## src/rtl/word_byte_reader_if.sv

```systemverilog
// word_byte_reader_if: word-in / byte-out handshake bundle for word_byte_reader.
//   Word side: in_valid, in_ready, in_data[WIDTH], in_selh, in_sell.
//   Byte side: out_valid, out_ready, out_data[WIDTH/2], out_hi, out_last.
//   slave  : the unpacker (consumes words, produces bytes)
//   master : the environment (word source plus byte sink)
interface word_byte_reader_if #(
    parameter int WIDTH = 16
);
    logic                 in_valid;
    logic                 in_ready;
    logic [WIDTH-1:0]     in_data;
    logic                 in_selh;
    logic                 in_sell;
    logic                 out_valid;
    logic                 out_ready;
    logic [WIDTH/2-1:0]   out_data;
    logic                 out_hi;
    logic                 out_last;

    modport slave (
        input  in_valid, in_data, in_selh, in_sell, out_ready,
        output in_ready, out_valid, out_data, out_hi, out_last
    );

    modport master (
        output in_valid, in_data, in_selh, in_sell, out_ready,
        input  in_ready, out_valid, out_data, out_hi, out_last
    );
endinterface

```

## src/rtl/word_byte_reader.sv

```systemverilog
// word_byte_reader: unpacks WIDTH-bit words into WIDTH/2-bit bytes, high half
// first, emitting only the halves selected when the word was accepted.
//   clk        : rising-edge clock
//   clear      : asynchronous active-high reset
//   bus        : word_byte_reader_if.slave (word handshake in, byte handshake out)
//   byte_count : bytes transferred since clear, wraps at 16 bits
module word_byte_reader #(
    parameter int WIDTH = 16
) (
    input  logic                      clk,
    input  logic                      clear,
    word_byte_reader_if.slave         bus,
    output logic [15:0]               byte_count
);
    localparam int HALF = WIDTH / 2;

    typedef enum logic [1:0] {IDLE, HI, LO} state_t;

    state_t           state, state_next;
    logic [WIDTH-1:0] held_data;
    logic             held_sell;
    logic             accept, xfer, finish;
    state_t           entry_state;

    // Byte-side outputs depend only on state and the holding register.
    always_comb begin
        bus.out_valid = (state != IDLE);
        bus.out_hi    = (state == HI);
        bus.out_last  = (state == LO) || (state == HI && !held_sell);
        bus.out_data  = (state == LO) ? held_data[HALF-1:0] : held_data[WIDTH-1:HALF];
    end

    assign xfer   = bus.out_valid && bus.out_ready;
    assign finish = xfer && bus.out_last;
    // Ready when empty, or when the last byte leaves this cycle so a new
    // word can be taken back-to-back.
    assign bus.in_ready = (state == IDLE) || finish;
    assign accept = bus.in_valid && bus.in_ready;

    // First state for a freshly accepted word; no selects means it is
    // consumed without emitting anything.
    always_comb begin
        entry_state = IDLE;
        if (bus.in_selh)      entry_state = HI;
        else if (bus.in_sell) entry_state = LO;
    end

    always_comb begin
        state_next = state;
        case (state)
            IDLE: if (accept) state_next = entry_state;
            HI: begin
                if (xfer) begin
                    if (held_sell)   state_next = LO;
                    else if (accept) state_next = entry_state;
                    else             state_next = IDLE;
                end
            end
            LO: begin
                if (xfer) state_next = accept ? entry_state : IDLE;
            end
            default: state_next = IDLE;
        endcase
    end

    always_ff @(posedge clk or posedge clear) begin
        if (clear) begin
            state      <= IDLE;
            held_data  <= '0;
            held_sell  <= 1'b0;
            byte_count <= '0;
        end else begin
            state <= state_next;
            if (accept) begin
                held_data <= bus.in_data;
                held_sell <= bus.in_sell;
            end
            if (xfer) byte_count <= byte_count + 16'd1;
        end
    end
endmodule

```

## src/flat_wrapper.sv

```systemverilog
// flat-port wrapper written by rule: the top's interface ports become plain ports
module word_byte_reader_flat 
#(
    parameter int WIDTH = 16
)
  (clk, clear, byte_count, bus_in_valid, bus_in_data, bus_in_selh, bus_in_sell, bus_out_ready, bus_in_ready, bus_out_valid, bus_out_data, bus_out_hi, bus_out_last);
  word_byte_reader_if #(.WIDTH(WIDTH)) bus_i ();
  input  logic clk;
  input  logic clear;
  output logic [15:0] byte_count;
  input wire logic [$bits(bus_i.in_valid)-1:0] bus_in_valid;
  input wire logic [$bits(bus_i.in_data)-1:0] bus_in_data;
  input wire logic [$bits(bus_i.in_selh)-1:0] bus_in_selh;
  input wire logic [$bits(bus_i.in_sell)-1:0] bus_in_sell;
  input wire logic [$bits(bus_i.out_ready)-1:0] bus_out_ready;
  output wire logic [$bits(bus_i.in_ready)-1:0] bus_in_ready;
  output wire logic [$bits(bus_i.out_valid)-1:0] bus_out_valid;
  output wire logic [$bits(bus_i.out_data)-1:0] bus_out_data;
  output wire logic [$bits(bus_i.out_hi)-1:0] bus_out_hi;
  output wire logic [$bits(bus_i.out_last)-1:0] bus_out_last;
  assign bus_i.in_valid = bus_in_valid;
  assign bus_i.in_data = bus_in_data;
  assign bus_i.in_selh = bus_in_selh;
  assign bus_i.in_sell = bus_in_sell;
  assign bus_i.out_ready = bus_out_ready;
  assign bus_in_ready = bus_i.in_ready;
  assign bus_out_valid = bus_i.out_valid;
  assign bus_out_data = bus_i.out_data;
  assign bus_out_hi = bus_i.out_hi;
  assign bus_out_last = bus_i.out_last;
  word_byte_reader #(.WIDTH(WIDTH)) u_core (.clk(clk), .clear(clear), .bus(bus_i), .byte_count(byte_count));
endmodule
```

## config.mk

```make
export PLATFORM = sky130hd
export DESIGN_NAME = word_byte_reader_flat
export DESIGN_NICKNAME = d
export VERILOG_FILES = /design/src/rtl/word_byte_reader_if.sv /design/src/rtl/word_byte_reader.sv /design/src/flat_wrapper.sv
export SDC_FILE = /design/constraint.sdc
export NUM_CORES = 1
export LEC_CHECK = 0
export BUFFER_PORTS_ARGS = -buffer_cell sky130_fd_sc_hd__buf_2
export CAP_MARGIN = 20
export CORE_UTILIZATION = 47
export CTS_BUF_LIST = sky130_fd_sc_hd__clkbuf_4 sky130_fd_sc_hd__clkbuf_8
export CTS_CLUSTER_DIAMETER = 60
export DETAILED_ROUTE_END_ITERATION = 16
export PLACE_DENSITY = 0.77
export SLEW_MARGIN = 20
export SYNTH_ARGS = -nofsm -noshare
export SYNTH_HDL_FRONTEND = slang
export SYNTH_SLANG_ARGS = --single-unit
```

## constraint.sdc

```tcl
create_clock -name clk -period 1.7 [get_ports clk]
set_clock_uncertainty 0.2 [all_clocks]
set_input_delay 0.085 -clock clk [delete_from_list [all_inputs] [get_ports clk]]
set_output_delay 0.085 -clock clk [all_outputs]
set_load 0.02 [all_outputs]
```

==> results of run 1 <==
[how the worst max path moves through the flow]
stage,startpoint,end,slack [ps],cells after the start
finish,u_core.state[0],bus_out_valid,-40,4
global placement,u_core.state[1],u_core.byte_count[13],60,4
global route,u_core.state[1],u_core.byte_count[14],-110,5
CTS,u_core.state[1],bus_out_data[0],-70,4
floorplan,u_core.state[1],u_core.held_data[0],0.2,6
detailed placement,u_core.state[1],u_core.byte_count[15],-10,4
[metal layers]
layer / vias to the layer above / part of all wire [%]
met2: 42 / 54
met5: - / 0
met3: 12 / 3.7
met1: 617 / 39
met4: 0 / 3.1
li1: 606 / -
[area by class of cell]
cell class                 count  share of cell area (%)
clock buffer                   6                   2.087
clock inverter                 2                   1.425
inverter                       4                  0.6107
multi-input combinational     82                   31.55
sequential                    35                   35.67
tap                           44                   2.239
timing repair buffer          84                   26.41
[sequential cells by signal, indices dropped and copies added, names as in the netlist]
| name | count |
|---|---|
| u_core.byte_count | 16 |
| u_core.state | 2 |
| u_core.held_data | 16 |
| u_core.held_sell | 1 |
[cell usage after synthesis (all sizes together)]
cell | number | share of area (%)
and3 | 2 | 0.78
xnor2 | 11 | 6.0
nor2b | 1 | 0.86
nand2 | 8 | 2.3
xor2 | 4 | 2.2
dfrtp | 35 | 55
o211ai | 1 | 0.47
a21oi | 1 | 0.31
or2 | 2 | 0.78
and4 | 1 | 0.55
nand4 | 2 | 0.78
mux2 | 26 | 18
buf | 2 | 1.0
clkbuf | 2 | 0.55
inv | 4 | 0.94
nor2 | 7 | 1.6
o32ai | 1 | 0.55
nor4 | 2 | 1.7
nand3 | 5 | 1.6
o22ai | 1 | 0.39
nand2b | 2 | 0.78
o2bb2ai | 1 | 0.94
o21ai | 3 | 0.94
ha | 1 | 0.78
[power by group]
group	internal, mW	switching [mW]	total [mW]
combinational	0.700	0.610	1.31
sequential	1.02	0.146	1.16
clock	0.348	0.274	0.622
total	2.07	1.03	3.10
[logic make-up (layout without fill, tap and decap cells)]
logic type / Yosys count / in the layout / share of synthesized area [%]
compound gates: 8 / 8 / 3.599
xor+xnor: 15 / 15 / 8.216
fa+ha+maj: 1 / 1 / 0.7823
buf+inv: 8 / 96 / 2.503
flops: 35 / 35 / 54.77
mux: 26 / 26 / 18.31
simple gates: 32 / 32 / 11.82
[worst min-delay path, stage by stage]
cell and delay (ps):
dlygate4sd3_1 530, buf_2 120, inv_1 300
[what timing repair did]
item                       CTS  global route
hold endpoints to repair    54             0
pin swaps                    1             8
setup endpoints to repair   29            37
cloned                       1             0
gates resized for setup     18            25
buffers inserted             2             3
hold buffers                21             0
==> results by group, run 1 <==
Die
  • Starting Density: 51.12%
  • Num rows: 20
  • Chip width: 60.33 µm
  • Die area: between 0.003 and 0.004 mm²
  • Core box area: 0.003128 mm²
  • IO Count: 50
  • Die H: a little over 60 µm

STA
  • Final setup fails: 11
  • Min Tclk post-route: 1736 ps
  • Slew Limit Fails: 0
  • Rel. slew slack: 73.05%
  • Setup TNS: -237.4 ps
  • Hold Violations, Final: 0
  • Tcrit/Tclk final: 102.1%
  • Fmax: a little under 0.6 GHz
  • Worst Max-Slew Pin Slew: 403.8 ps
  • RSZ-0062 raised after global routing: yes
  • Hold WS: 73.80 ps
  • Final setup margin: -35.94 ps

Final layout
  • Share of cells above drive strength 1: approximately 52%
  • Multi-input gate area: 775.7 µm²
  • Nets: 235
  • N_diodes: 0
  • Leading cell type in the layout, fill and taps excluded: buf_2
  • Commonest non-fill, non-tap cells in the layout: buf_2, dfrtp_1, dlygate4sd3_1
  • Reg area: ~900 µm²
  • Final instance area: 0.002459 mm²
  • # fillers: between 150 and 200
  • Non-filler cells, final: roughly 260
  • Area growth, synth to finish: 53.76%
  • Fin util: 78.60%

Worst hold path
  • Min-Delay Path Class: input pin to asynchronous set/reset pin

Pwr
  • Final Power: 3.097 mW
  • Pwr per Cell Area: 1260 mW/mm²
  • Leakage: 1.194 nW
  • Peak supply drop: 0.8361 mV

Worst setup path
  • Slowest cell on the critical path: dfrtp_1
  • WP buf/inv: 3
  • Critical Path Sink Type: output pin
  • R2R depth: 5
  • Arrival time worst endpoint: 1450 ps
  • Crit path cell chain: buf_4 > buf_6 > or2_2 > buf_6
  • Cell mode on critical path: buf_6
  • Required @ worst endpoint: 1410 ps
  • Worst R2R Start: u_core.state[1]
  • Crit path launch type: register
  • Crit-path max cell delay: just under 400 ps
  • Setup Crit Path Kind: register to output pin
  • CP delay by family, top: buffers and inverters
  • R2R setup slack: 0 ps
  • Crit Path Max Fanout: 6
  • Reg2reg end: u_core.held_data[13]

Yosys
  • Synthesized Nets: roughly 150
  • Gate Count Post-Synth: 125
  • Synth Area per Inst: approximately 13 µm²
  • Sequential area share after synthesis: 54.77%
  • Synth warn: 0
  • Post-synthesis cell type count: 29
  • FF+latch count, synth: 35
  • Post-synth design cell area: approximately 0.0016 mm²

Global routing
  • GR Util met2: 39.25%
  • M3 GR Usage: 7.036%
  • Gr usage total: between 20% and 30%
  • GR Util met1: about a quarter
  • GRT busiest layer: met2
  • Vias in the first global route: 1322
  • Global route total overflow: 0
  • Initial antenna violation count: 0
  • Largest net degree at the start of global routing: 28
  • First-pass GRT wire length: 5906 µm

Place
  • GP Congestion: approximately 0.82
  • Post-DP HPWL: 2442 µm
  • Port Buffer Count: 49
  • Post-Place Setup Slack: -14.29 ps
  • Cell total after placement: 222
  • DP Area: 0.001966 mm²

Run
  • Max_cap viols: 0

Detailed routing
  • Routed length per instance: 15.59 µm
  • 1st-pass router iterations: 4
  • Vias per cell: 4.969
  • DRT iter0 DRCs: 28
  • Via count: 1277
  • Number of remaining DRC errors: 0
  • Post-Route WL: about 4000 µm
  • DRT antenna net count: 0

Run status
  • Status: complete, but fails checks
  • Violated checks: negative setup slack

Clock network
  • Clock Latency Late Sink: 330 ps
  • CTS Sinks: 35
  • Clock Root Buffer: clkbuf_4
  • Clock transition at path regs: between 100 and 150 ps
  • H-tree Lvls: 2
  • CTS Buf Count: 5
  • CTS Buffer Depth: 2
  • TritonCTS clock tree: done
Note: power is estimated with default switching activity, not from simulation.
==> run 2: changes to the inputs <==
==> constraint.sdc (replaced) <==
create_clock -name clk -period 1.4 [get_ports clk]
set_clock_uncertainty 0.2 [all_clocks]
set_input_delay 0.07 -clock clk [delete_from_list [all_inputs] [get_ports clk]]
set_output_delay 0.07 -clock clk [all_outputs]
set_load 0.02 [all_outputs]
==> run 2 against run 1 <==
Compared with the run above:
- power rose by 30%
- setup slack worse by 360 ps
- critical path depth stayed put
- first-iteration DRC count is 130% higher
- routed wire length rose by 25%
- sequential power increased by 25%
- worst hold slack better by 56 ps
- the flow still finishes with violations (negative setup slack)
- flip-flop and latch count did not move
- core utilization is 6.9 points higher
- cell count up 7.8%
- clock power increased by 20%
- die area stayed put
==> results by group, run 2 (synthesis results as in run 1) <==
Pwr
  • Final Power: approximately 4 mW
  • Peak supply drop: 1.422 mV
  • Pwr per Cell Area: between 1500 and 2000 mW/mm²
  • Leakage: 1.266 nW

Final layout
  • Regs by FF count: u_core.byte_count x16, u_core.held_data x16, u_core.state x2
  • N_diodes: 0
  • Commonest non-fill, non-tap cells in the layout: buf_2, buf_4, dfrtp_1
  • Share of cells above drive strength 1: 61.80%
  • # fillers: 150
  • Area growth, synth to finish: 67.21%
  • Final instance area: about 0.0027 mm²
  • Fin util: ~85%
  • Nets: about 260
  • Non-filler cells, final: approximately 280
  • Leading cell type in the layout, fill and taps excluded: buf_2

Die
  • Core box area: 0.003128 mm²
  • Die H: 60.33 µm
  • Starting Density: 51.12%
  • Num rows: 20
  • IO Count: 50
  • Chip width: 60.33 µm
  • Die area: 0.003640 mm²

Worst setup path
  • Critical Path Sink Type: output pin
  • Crit-path max cell delay: 430 ps
  • R2R depth: 6
  • Crit Path Max Fanout: 5
  • Cell mode on critical path: buf_6
  • Arrival time worst endpoint: 1520 ps
  • Crit path cell chain: buf_6 > buf_4 > or2_2 > buf_6
  • CP Launch Point: u_core.state[0]
  • Worst R2R Start: u_core.state[1]
  • Required @ worst endpoint: 1130 ps
  • Crit path launch type: register
  • Reg2reg end: u_core.held_data[0]
  • R2R setup slack: -360 ps
  • Setup Crit Path Kind: register to output pin
  • CP delay by family, top: buffers and inverters
  • WP buf/inv: 3
  • Slowest cell on the critical path: dfrtp_1

Place
  • Post-DP HPWL: 2296 µm
  • Cell total after placement: 235
  • Port Buffer Count: 49
  • DP Area: 0.002093 mm²
  • GP Congestion: 0.8489

STA
  • Final setup margin: -391.4 ps
  • RSZ-0062 raised after global routing: yes
  • Fmax: 0.5582 GHz
  • Worst Max-Slew Pin Slew: 434.7 ps
  • Setup TNS: -12380 ps
  • Min Tclk post-route: 1791 ps
  • Hold Violations, Final: 0
  • Rel. slew slack: a little under three quarters
  • Tcrit/Tclk final: 128.0%
  • Final setup fails: 45
  • Slew Limit Fails: 0

Clock network
  • Clock Latency Late Sink: 350 ps
  • H-tree Lvls: 2
  • CTS Buffer Depth: 2
  • CTS Sinks: 35
  • CTS Buf Count: 5
  • Clock Root Buffer: clkbuf_4
  • TritonCTS clock tree: done
  • Clock transition at path regs: roughly 110 ps

Global routing
  • Gr usage total: between 20 and 25%
  • Vias in the first global route: 1399
  • First-pass GRT wire length: 6058 µm
  • Largest net degree at the start of global routing: 36
  • Global route total overflow: 0
  • Initial antenna violation count: 0

Detailed routing
  • 1st-pass router iterations: 4
  • DRT iter0 DRCs: 63
  • Routed length per instance: 18.08 µm
  • Via count: 1435
  • Number of remaining DRC errors: 0
  • Vias per cell: 5.181
  • DRT antenna net count: 0
  • Post-Route WL: 5007 µm

Worst hold path
  • Hold EP: u_core.state[1]
  • HP Start: bus_out_ready
  • Hold path depth: 5
  • Min-Delay Path Class: input pin to register

Run
  • Max_cap viols: 0

Run status
  • Violated checks: negative setup slack
  • Status: complete, but fails checks
-- run 2: changes by cell type in the layout (fill, tap and decap cells not counted), moves of 4 or more --
cell,previous run,this run
dfrtp_1,34,29
buf_4,11,29
mux2_2,18,23
dfrtp_2,1,6
mux2_4,8,3
buf_6,13,17
-- run 2: how the worst max path moves through the flow --
stage,end,slack (ps),depth (start not counted)
after CTS,bus_out_data[7],-360,3
after global placement,u_core.byte_count[10],-210,5
after floorplan,u_core.held_data[0],-280,6
final,bus_out_valid,-390,4
after global routing,bus_out_data[2],-440,3
after detailed placement,u_core.held_data[6],-230,4
-- run 2: tightest hold or removal path, stage by stage --
cell	delay [ps]
buf_2	170
nor2b_4	80
buf_4	130
nor2_1	100
o32ai_1	90
-- run 2: through the flow --
step	setup WS [ps]	hold slack, ps
6_report	-391.4	129.4
5_1_grt	-437.9	143.0
4_1_cts	-356.1	-22.51
3_5_place_dp	-229.8	-11.22
3_3_place_gp	-208.7	-22.64
2_1_floorplan	-277.8	-21.37
-- run 2: metal layers --
layer / track usage [%] / share of wire (%) / vias to the layer above
met3: 7.036 / 6.2 / 14
met2: 39.56 / 52 / 74
met1: 27.23 / 39 / 700
met5: 0 / 0 / -
met4: 9.302 / 3.2 / 0
li1: - / - / 647
-- run 2: cell type report --
type / count / area (µm²) / area share [%]
sequential: 35 / 883.3 / 33.04
clock inverter: 3 / 43.79 / 1.638
timing repair buffer: 103 / 799.5 / 29.90
clock buffer: 5 / 37.54 / 1.404
tap: 44 / 55.05 / 2.059
multi-input combinational: 83 / 839.6 / 31.40
inverter: 4 / 15.01 / 0.5615
-- run 2: repair_timing --
item                                   CTS  global route
pin swaps                                9            10
hold buffers                            21             0
setup endpoints to repair               43            50
buffers inserted                         7            11
endpoints found under the hold margin   55             0
gates cloned                             0             1
resized for setup                       25            26
-- run 2: where the power goes --
part / leakage [nW] / total [mW] / internal, mW / switching [mW]
Combinational: 0.797 / 1.83 / 0.977 / 0.848
Sequential: 0.425 / 1.45 / 1.25 / 0.204
Clock: 0.0452 / 0.745 / 0.376 / 0.369
